===== src/rtl/tcd_sched.sv =====
// -----------------------------------------------------------------------------
// tcd_sched
// Time-triggered DMA scheduler. A hyperperiod timer counts 0..HP-1. Each
// schedule slot holds a source address, a byte count and a release time. When
// the timer reaches a valid slot's release time, that slot becomes pending. A
// small FSM serves pending slots one at a time, lowest index first, through a
// simple cmd/busy handshake with a DMA engine.
//
// Ports
//   clock            rising-edge clock
//   reset            synchronous, active-low reset
//   enable           run schedule; 0 holds timer at 0 and blocks releases
//   cfg_we           config write strobe
//   cfg_slot         target slot of the config write
//   cfg_field        0 addr, 1 nbytes, 2 release (sets valid), 3 hyperperiod,
//                    4 clear valid, 5 clear overrun bits by mask
//   cfg_data         config value (timer fields use low TIMER_WIDTH bits)
//   dma_addr_out     latched source address of the slot in service
//   dma_nbytes_out   latched byte count of the slot in service
//   dma_cmd_out      DMA request, high only while issuing
//   dma_status_in    DMA busy
//   timer_out        current timer value
//   active_slot_out  slot most recently dispatched
//   overrun_out      sticky per-slot overrun flags
//   done_out         one-cycle pulse when a transfer completes
// -----------------------------------------------------------------------------
module tcd_sched #(
    parameter int MEMORY_BUS_WIDTH = 32,
    parameter int NUM_SLOTS        = 4,
    parameter int TIMER_WIDTH      = 16,
    localparam int SLOT_W          = (NUM_SLOTS > 1) ? $clog2(NUM_SLOTS) : 1
) (
    input  logic                        clock,
    input  logic                        reset,
    input  logic                        enable,
    input  logic                        cfg_we,
    input  logic [SLOT_W-1:0]           cfg_slot,
    input  logic [2:0]                  cfg_field,
    input  logic [MEMORY_BUS_WIDTH-1:0] cfg_data,
    output logic [MEMORY_BUS_WIDTH-1:0] dma_addr_out,
    output logic [MEMORY_BUS_WIDTH-1:0] dma_nbytes_out,
    output logic                        dma_cmd_out,
    input  logic                        dma_status_in,
    output logic [TIMER_WIDTH-1:0]      timer_out,
    output logic [SLOT_W-1:0]           active_slot_out,
    output logic [NUM_SLOTS-1:0]        overrun_out,
    output logic                        done_out
);

    localparam logic [2:0] FIELD_ADDR    = 3'd0;
    localparam logic [2:0] FIELD_NBYTES  = 3'd1;
    localparam logic [2:0] FIELD_RELEASE = 3'd2;
    localparam logic [2:0] FIELD_HP      = 3'd3;
    localparam logic [2:0] FIELD_CLRVAL  = 3'd4;
    localparam logic [2:0] FIELD_CLROVR  = 3'd5;

    typedef enum logic [1:0] {
        ST_IDLE      = 2'd0,
        ST_ISSUE     = 2'd1,
        ST_WAIT_DONE = 2'd2
    } state_t;

    state_t                      r_state;
    state_t                      w_state_next;

    logic [MEMORY_BUS_WIDTH-1:0] r_addr    [NUM_SLOTS];
    logic [MEMORY_BUS_WIDTH-1:0] r_nbytes  [NUM_SLOTS];
    logic [TIMER_WIDTH-1:0]      r_release [NUM_SLOTS];
    logic [NUM_SLOTS-1:0]        r_valid;
    logic [NUM_SLOTS-1:0]        r_pending;
    logic [NUM_SLOTS-1:0]        r_overrun;

    logic [TIMER_WIDTH-1:0]      r_timer;
    logic [TIMER_WIDTH-1:0]      w_timer_next;
    logic [TIMER_WIDTH-1:0]      r_hp;

    logic [MEMORY_BUS_WIDTH-1:0] r_dma_addr;
    logic [MEMORY_BUS_WIDTH-1:0] r_dma_nbytes;
    logic [SLOT_W-1:0]           r_active;
    logic                        r_done;
    logic                        w_dma_cmd;
    logic                        w_done_next;

    logic [NUM_SLOTS-1:0]        w_cfg_hit;
    logic [NUM_SLOTS-1:0]        w_release;
    logic [NUM_SLOTS-1:0]        w_in_service;
    logic [NUM_SLOTS-1:0]        w_clr_valid;
    logic [NUM_SLOTS-1:0]        w_new_overrun;
    logic [NUM_SLOTS-1:0]        w_new_pending;
    logic [NUM_SLOTS-1:0]        w_ovr_clr;
    logic [NUM_SLOTS-1:0]        w_grant;
    logic [SLOT_W-1:0]           w_grant_idx;
    logic                        w_dispatch;

    // ---------------------------------------------------------------------
    // Per-slot release / overrun decode
    // ---------------------------------------------------------------------
    genvar gi;
    generate
        for (gi = 0; gi < NUM_SLOTS; gi++) begin : g_slot
            assign w_cfg_hit[gi]     = cfg_we && (cfg_slot == SLOT_W'(gi));
            assign w_clr_valid[gi]   = w_cfg_hit[gi] && (cfg_field == FIELD_CLRVAL);
            assign w_release[gi]     = enable && r_valid[gi] && (r_timer == r_release[gi]);
            // "In service" covers both ISSUE and WAIT_DONE of this slot.
            assign w_in_service[gi]  = (r_state != ST_IDLE) && (r_active == SLOT_W'(gi));
            assign w_new_overrun[gi] = w_release[gi] && (r_pending[gi] || w_in_service[gi]);
            // A second release never queues; only an idle slot becomes pending.
            assign w_new_pending[gi] = w_release[gi] && !r_pending[gi] && !w_in_service[gi];
        end
    endgenerate

    assign w_ovr_clr = (cfg_we && (cfg_field == FIELD_CLROVR)) ? cfg_data[NUM_SLOTS-1:0]
                                                               : '0;

    // Lowest-index pending slot wins the dispatch.
    always_comb begin
        w_grant_idx = '0;
        for (int i = NUM_SLOTS - 1; i >= 0; i--) begin
            if (r_pending[i]) begin
                w_grant_idx = SLOT_W'(i);
            end
        end
    end

    assign w_dispatch = (r_state == ST_IDLE) && (|r_pending);
    assign w_grant    = w_dispatch ? (NUM_SLOTS'(1) << w_grant_idx) : '0;

    // ---------------------------------------------------------------------
    // Slot configuration table
    // ---------------------------------------------------------------------
    always_ff @(posedge clock) begin
        if (!reset) begin
            for (int i = 0; i < NUM_SLOTS; i++) begin
                r_addr[i]    <= '0;
                r_nbytes[i]  <= '0;
                r_release[i] <= '0;
            end
            r_valid <= '0;
        end else begin
            for (int i = 0; i < NUM_SLOTS; i++) begin
                if (w_cfg_hit[i]) begin
                    case (cfg_field)
                        FIELD_ADDR:    r_addr[i]    <= cfg_data;
                        FIELD_NBYTES:  r_nbytes[i]  <= cfg_data;
                        FIELD_RELEASE: begin
                            r_release[i] <= cfg_data[TIMER_WIDTH-1:0];
                            r_valid[i]   <= 1'b1;
                        end
                        FIELD_CLRVAL:  r_valid[i]   <= 1'b0;
                        default: ;
                    endcase
                end
            end
        end
    end

    // ---------------------------------------------------------------------
    // Pending and sticky overrun flags
    // ---------------------------------------------------------------------
    always_ff @(posedge clock) begin
        if (!reset) begin
            r_pending <= '0;
            r_overrun <= '0;
        end else begin
            // Clearing valid drops the pending bit even if a release lands now.
            r_pending <= ((r_pending & ~w_grant) | w_new_pending) & ~w_clr_valid;
            // New overrun wins over a same-cycle clear.
            r_overrun <= (r_overrun & ~w_ovr_clr) | w_new_overrun;
        end
    end

    // ---------------------------------------------------------------------
    // Hyperperiod timer
    // ---------------------------------------------------------------------
    always_comb begin
        w_timer_next = '0;
        if (enable && (r_hp > TIMER_WIDTH'(1))) begin
            // ">=" also catches a timer left beyond a freshly shortened period.
            if (r_timer >= (r_hp - TIMER_WIDTH'(1))) begin
                w_timer_next = '0;
            end else begin
                w_timer_next = r_timer + TIMER_WIDTH'(1);
            end
        end
    end

    always_ff @(posedge clock) begin
        if (!reset) begin
            r_timer <= '0;
            r_hp    <= TIMER_WIDTH'(20);
        end else begin
            r_timer <= w_timer_next;
            if (cfg_we && (cfg_field == FIELD_HP)) begin
                r_hp <= cfg_data[TIMER_WIDTH-1:0];
            end
        end
    end

    // ---------------------------------------------------------------------
    // Dispatch FSM
    // ---------------------------------------------------------------------
    always_ff @(posedge clock) begin
        if (!reset) begin
            r_state <= ST_IDLE;
        end else begin
            r_state <= w_state_next;
        end
    end

    always_comb begin
        w_state_next = r_state;
        w_dma_cmd    = 1'b0;
        w_done_next  = 1'b0;
        case (r_state)
            ST_IDLE: begin
                if (|r_pending) begin
                    w_state_next = ST_ISSUE;
                end
            end
            ST_ISSUE: begin
                w_dma_cmd = 1'b1;
                if (dma_status_in) begin
                    w_state_next = ST_WAIT_DONE;
                end
            end
            ST_WAIT_DONE: begin
                if (!dma_status_in) begin
                    w_state_next = ST_IDLE;
                    w_done_next  = 1'b1;
                end
            end
            default: w_state_next = ST_IDLE;
        endcase
    end

    // Transfer parameters are captured at dispatch so later config writes to
    // the same slot cannot disturb an in-flight transfer.
    always_ff @(posedge clock) begin
        if (!reset) begin
            r_dma_addr   <= '0;
            r_dma_nbytes <= '0;
            r_active     <= '0;
            r_done       <= 1'b0;
        end else begin
            r_done <= w_done_next;
            if (w_dispatch) begin
                r_dma_addr   <= r_addr[w_grant_idx];
                r_dma_nbytes <= r_nbytes[w_grant_idx];
                r_active     <= w_grant_idx;
            end
        end
    end

    assign dma_addr_out    = r_dma_addr;
    assign dma_nbytes_out  = r_dma_nbytes;
    assign dma_cmd_out     = w_dma_cmd;
    assign timer_out       = r_timer;
    assign active_slot_out = r_active;
    assign overrun_out     = r_overrun;
    assign done_out        = r_done;

endmodule


===== config.mk =====
export PLATFORM = sky130hd
export DESIGN_NAME = tcd_sched
export DESIGN_NICKNAME = d
export VERILOG_FILES = /design/src/rtl/tcd_sched.sv
export SDC_FILE = /design/constraint.sdc
export NUM_CORES = 1
export LEC_CHECK = 0
export BUFFER_PORTS_ARGS = -buffer_cell sky130_fd_sc_hd__buf_4
export CORE_ASPECT_RATIO = 1.2
export CORE_MARGIN = 2
export CORE_UTILIZATION = 30
export DETAILED_ROUTE_END_ITERATION = 6
export SLEW_MARGIN = 10
export SYNTH_ARGS = -nofsm -noshare
export SYNTH_HDL_FRONTEND = slang
export SYNTH_SLANG_ARGS = --single-unit

===== constraint.sdc =====
create_clock -name clock -period 5.2 [get_ports clock]
set_input_delay 0.52 -clock clock [delete_from_list [all_inputs] [get_ports clock]]
set_output_delay 0.52 -clock clock [all_outputs]
set_load 0.01 [all_outputs]

Yosys cells after proc, flatten, opt, wreduce, memory -nomap -nowiden
Memory sizes are Yosys's and may differ from the RTL's. A register that Yosys moved wholly into a read port is not among the register bits.
Index checks and enable logic that the tools add are counted.
- output and inout bits: 88
- flip-flop bits (word level): 49
- bits in writable memories: 320
- input port bits: 42
- memories kept: 3
- word-level logic and storage cells: 190
- memory list (name ; depth ; bits a word ; read ports ; clocked after memory_dff ; write ports ; line ; source):
    r_addr ; 4 ; 32 ; 1 ; 1 ; 4 ; 66 ; logic [MEMORY_BUS_WIDTH-1:0] r_addr [NUM_SLOTS];
    r_nbytes ; 4 ; 32 ; 1 ; 1 ; 4 ; 67 ; logic [MEMORY_BUS_WIDTH-1:0] r_nbytes [NUM_SLOTS];
    r_release ; 4 ; 16 ; 4 ; 0 ; 4 ; 68 ; logic [TIMER_WIDTH-1:0] r_release [NUM_SLOTS];
- order comparisons: 2
- bitwise logic cells: 22
- reduce and logical (&&, ||, !) cells: 64
- multiplexer cells: 65
- $add $sub $neg: 2
- equality and inequality tests: 20
- shift-type cells: 1
- operators by type and width (operator ; number):
    $mux 32 ; 8
    $eq 16x16->1 ; 4
    $mux 16 ; 4
    $mux 1 ; 42
    $logic_and 1x1->1 ; 36
    $add 16x1->16 const B ; 1
    $ge 16x16->1 ; 1
    $gt 16x1->1 const B ; 1
    $sub 16x1->16 const B ; 1
    $mux 2 ; 7
    $and 4x4->4 ; 3
    $not 4->4 ; 3
    $or 1x1->1 ; 12
    $eq 2x2->1 const B ; 5
    $logic_not 1->1 ; 10
    $reduce_and 2->1 ; 5
    $mux 4 ; 2
    $or 4x4->4 ; 2
    $eq 2x1->1 const B ; 3
    $eq 3x2->1 const B ; 2
    $eq 3x3->1 const B ; 2
    $logic_not 2->1 ; 3
    $pmux 2 s3 ; 1
    $logic_or 1x1->1 ; 4
    other kinds (11) ; 14

Logic depth before layout (Yosys ltp)
- depth after elaboration: 10
- gate-level depth with buffers: 12
- gate-level depth less buffers: 11

Least setup slack after synthesis
Ideal clock, no wire load.
- path type: input-to-reg
- from: input cfg_slot[0]
- to: memory r_addr[0][0] (enable)
- setup time: 0.466 ns
- slack: 1.390 ns
- cell stages on the path: 3
- path buffers: 1
- arrival time: 3.344 ns
- required time: 4.734 ns
- path through: or3b_1 clkbuf_1 o21ai_0
- RTL lines (what ; line ; source):
    start: declaration ; 37 ; input logic [SLOT_W-1:0] cfg_slot,
    end: declaration ; 66 ;

Worst setup path after layout
- from: register r_hp[2]
- to: register r_timer[15] (netlist: timer_out[15])
- longest elaborated chain between the ends: 4
- elaborated cells on any way between the ends: 6
- those cells by class: add/sub (1); order compare (2); bitwise (1); reduce/logical (2)
- ends and longest elaborated chain (what ; line ; source):
    start: declaration ; 75 ; logic [TIMER_WIDTH-1:0] r_hp;
    start signal: assignment ; 194 ; r_hp <= cfg_data[TIMER_WIDTH-1:0];
    parallel branches: the longest is 3 deep, another holds $sub 16x1->16 ; - ;
    $reduce_or 3->1 (no source line) (*) ; - ;
    end signal: assignment ; 192 ; r_timer <= w_timer_next;
    end: declaration ; 73 ; logic [TIMER_WIDTH-1:0] r_timer;
Mark *: on every way between the ends.
A chain may end at the register's enable or synchronous reset.

==> impl.org <==
** Status
- Result of the run :: finished, final reports clean

** Clock tree
- TritonCTS built the clock tree.
- Clock net sink count :: approximately 430
- After clock tree synthesis, the repair step resized 0 gates.
- Clock tree root driver cell :: sky130_fd_sc_hd__clkbuf_16
- Clock buffer depth :: 3
- Num CTS Buffers :: 48
- Once the clock tree was built, the setup fixing pass inserted 0 buffers.
- Later-pin clock latency in the skew report :: 580 ps
- Maximum level of the CTS H-tree :: 2
- Clock slew at reported path FFs :: roughly 60 ps
- Post-CTS Hold Fix Bufs :: 0

** Logic synthesis
- Averaged over all synthesized cells, the footprint is 12.5 sq um.
- The synthesized netlist devotes 1.25% of its cell area to adder and majority cells.
- Largest family of logic cells by synthesized area :: simple AND/OR/NAND/NOR gates
- Mapped Area :: 19000 sq um
- Compound-gate portion of the synthesized area :: 13.1%
- Syn nets :: roughly 1600
- Synthesized flop and latch total :: 433
- Fraction of synthesis flops using an asynchronous set or reset pin :: 0%
- Of the total synthesized cell area, the portion taken by AND, OR, NAND and NOR gates is 15.9%.
- In the synthesized netlist the dominant register cell turns out to be sky130_fd_sc_hd__edfxtp_1.
- Synthesis produced 1526 cells.
- Yosys mapped a number of flops with a built-in enable equal to 320.
- Fraction of synthesized area in multiplexers :: 0.0526%
- Number of warning messages in the yosys log :: 0
- The synthesized netlist devotes 4.28% of its cell area to XOR and XNOR gates.
- Sequential elements use a little over three fifths of the synthesized area.
- After synthesis, the netlist uses 53 different library cells.

** Power
- Overall power consumption after layout is estimated at 7.62 mW.
- Static leakage power :: 8.57 nW
- Power density relative to cell area :: 339 nW/um^2
- IR analysis of the VDD net gives a maximum drop of 0.000207 V.

** Die
- The die covers 65400 sq um.
- Standard-cell row count :: 101
- Overall die width :: 234 um
- The core region is 62900 sq um.
- Starting Density :: 30.2%
- IO Count :: 130
- Measured along the y axis, the die boundary spans 280 um.

** Critical path
- At the worst endpoint, the arrival time is 3700 ps.
- Across all register-to-register paths, the minimum setup slack is 1930 ps.
- Of all nets on the critical path, the largest fanout is 16.
- Critical path type :: reg -> reg
- Type of element launching the critical path :: flop
- Data on the critical path is required at its endpoint by roughly 5600 ps.
- Kind of end point of the critical path :: flop

** Layout
- After the last flow step, the layout net total stands at around 1700.
- The area growth from synthesis to layout is 18.0%.
- Multi-input gate area in the final layout :: 6670 sq um
- Cells fill 35.6% of the core in the end.
- Storage cell area :: 11900 sq um
- The number of antenna diodes in the final layout is 0.
- Final non-filler cell total :: 2470
- Most frequent cells in the layout :: sky130_fd_sc_hd__and2_1 (322), sky130_fd_sc_hd__edfxtp_1 (320), sky130_fd_sc_hd__buf_4 (157)
- Non-Filler Cell Area, Final :: ~22000 sq um
- Fill cells in the final layout number 6153.
- Of the cells placed in the final design, the portion with a size suffix greater than 1 is 15.6%.
- Most common cell after layout, fill and taps aside :: sky130_fd_sc_hd__and2_1

** Placed design
- OpenSTA, run right after detailed placement, puts the worst setup slack at 1970 ps.
- Dpl cell area :: 20800 sq um
- Detailed placement ended at an HPWL of 32.3 mm.
- Dpl cells :: around 2400
- Buffers on Ports :: between 100 and 150
- Routability-driven placement finished with a final weighted congestion of 0.813.

** Timing
- Static timing analysis puts the maximum clock frequency at approximately 310 MHz.
- Final setup violation count :: 0
- In this run the tightest slew margin relative to its limit is 31.5%.
- Hold slack final :: between 100 and 150 ps
- For the pin with the worst max-slew slack, the measured transition is 1020 ps.
- The final-report max-slew violation count is 0.
- Worst Slack Setup Final :: 1930 ps
- Setup repair after global routing missed its margin :: no
- Post-layout minimum cycle time :: 3270 ps
- Clock skew on the completed layout was measured at 20.4 ps.
- Fin Setup TNS :: 0 ps
- The total count of hold-check failures in the final report is 0.
- After layout, the worst path uses between 60% and 70% of the clock period.

** Global route
- The initial antenna violation count came to 0.
- Pin count of the biggest net entering global routing :: 67
- Number of global-route vias before repair :: 12588
- The first global-routing pass estimated 81.1 mm of wire.
- Global routing finished with a remaining overflow of 0.
- Global routing used between 10% and 20% of the available tracks.

** Detailed routing
- The routed layout has 12473 vias.
- DRC violation count after routing :: 0
- The count of nets left with antenna violations once routing finished came out at 0.
- Routed wirelength normalized by instance count :: 22.1 um
- Before antenna repair, the detailed router went through 7 iterations.
- In the routed layout, each cell is associated on average with a via count of 5.05.
- For this block, the routed nets add up to 54.7 mm of wire.
- In this run, the number of DRC markers left after iteration 0 of detailed routing was 951.

** Job
- Max-cap violations in this run came to 0.

** Min path
- The tightest min-delay check is of the in -> reg type.
==> flip-flops by register name, indices dropped and copies added, names as in the netlist, 16 cells and up <==
signal	count
r_nbytes	128
r_release	64
dma_nbytes_out	32
timer_out	16
dma_addr_out	32
r_hp	16
r_addr	128
==> power breakdown <==
part           internal [mW]  switching [mW]  leakage (nW)
Sequential              3.85          0.0527          3.96
Combinational         0.0885           0.193          3.81
Clock                   2.04            1.39         0.789
Total                   5.98            1.64          8.57
==> kinds of logic (layout without fill, tap and decap cells) <==
kind of cell	Yosys count	after routing
adder cells (fa/ha/maj)	19	19
flip-flops	433	433
buffers and inverters	139	259
XOR/XNOR	93	93
multiplexers	1	1
AO/OA/AOI/OAI	320	320
AND/OR/NAND/NOR	521	521
==> path summary, 6_finish.rpt <==
path | cells past startpoint | startpoint | end
min reg2reg | 1 | r_valid[0] | r_valid[0]
max | 11 | r_hp[2] | timer_out[15]
min | 2 | dma_status_in | done_out
max reg2reg | 11 | r_hp[2] | timer_out[15]
==> area by class of cell <==
cell class | count | share of cell area [%]
clock inverters | 16 | 0.764
multi-input cells | 954 | 29.7
repair buffers | 159 | 5.43
clock buffers | 73 | 6.36
flip-flops and latches | 433 | 52.9
inverters | 11 | 0.184
well taps | 824 | 4.60
==> Yosys cell counts, drive strengths merged, types with 2 or more instances <==
cell    instances  area, sq um
and2          323         2020
edfxtp        320         9610
a22oi         127          953
dfxtp         113         2260
clkbuf         96          360
xnor2          65          569
o211ai         64          485
o211a          63          631
nand2          55          206
nor2           33          124
buf            32          158
xor2           28          245
nor3           26          146
o21ai          24          124
nand3          22          110
ha             19          238
a21boi         15          113
nand4          15         93.8
inv            11         41.3
a21oi          10         53.8
nor2b          10         62.6
and3            8         50.1
nand3b          6         45.0
nor4            5         31.3
a32oi           3         26.3
nand2b          3         18.8
o21a            3         22.5
or2             3         18.8
a21o            2         15.0
a31oi           2         12.5
nand4b          2         17.5
nor3b           2         15.0
o22ai           2         12.5
or3             2         12.5
or3b            2         17.5
or4             2         18.8
==> critical path, stage by stage, from the launching register on <==
cell and delay, ps:
sky130_fd_sc_hd__dfxtp_1 350, sky130_fd_sc_hd__or4_4 580, sky130_fd_sc_hd__nor3_4 190, sky130_fd_sc_hd__nand2_1 140, sky130_fd_sc_hd__or3_1 340, sky130_fd_sc_hd__xor2_1 150
sky130_fd_sc_hd__ha_1 300, sky130_fd_sc_hd__nand4_1 90, sky130_fd_sc_hd__nor2_1 170, sky130_fd_sc_hd__nand3_1 120, sky130_fd_sc_hd__o211ai_2 560, sky130_fd_sc_hd__nor3_1 140
==> metal layers <==
metal / global-route usage [%] / vias to the layer above / wire, um
met5: 0 / - / 0
met4: 7.32 / 0 / 2320
met3: 2.51 / 106 / 2730
met2: 27.8 / 384 / 26800
met1: 21.2 / 6238 / 22900
li1: - / 5745 / -
(Power assumes the default switching activity.)
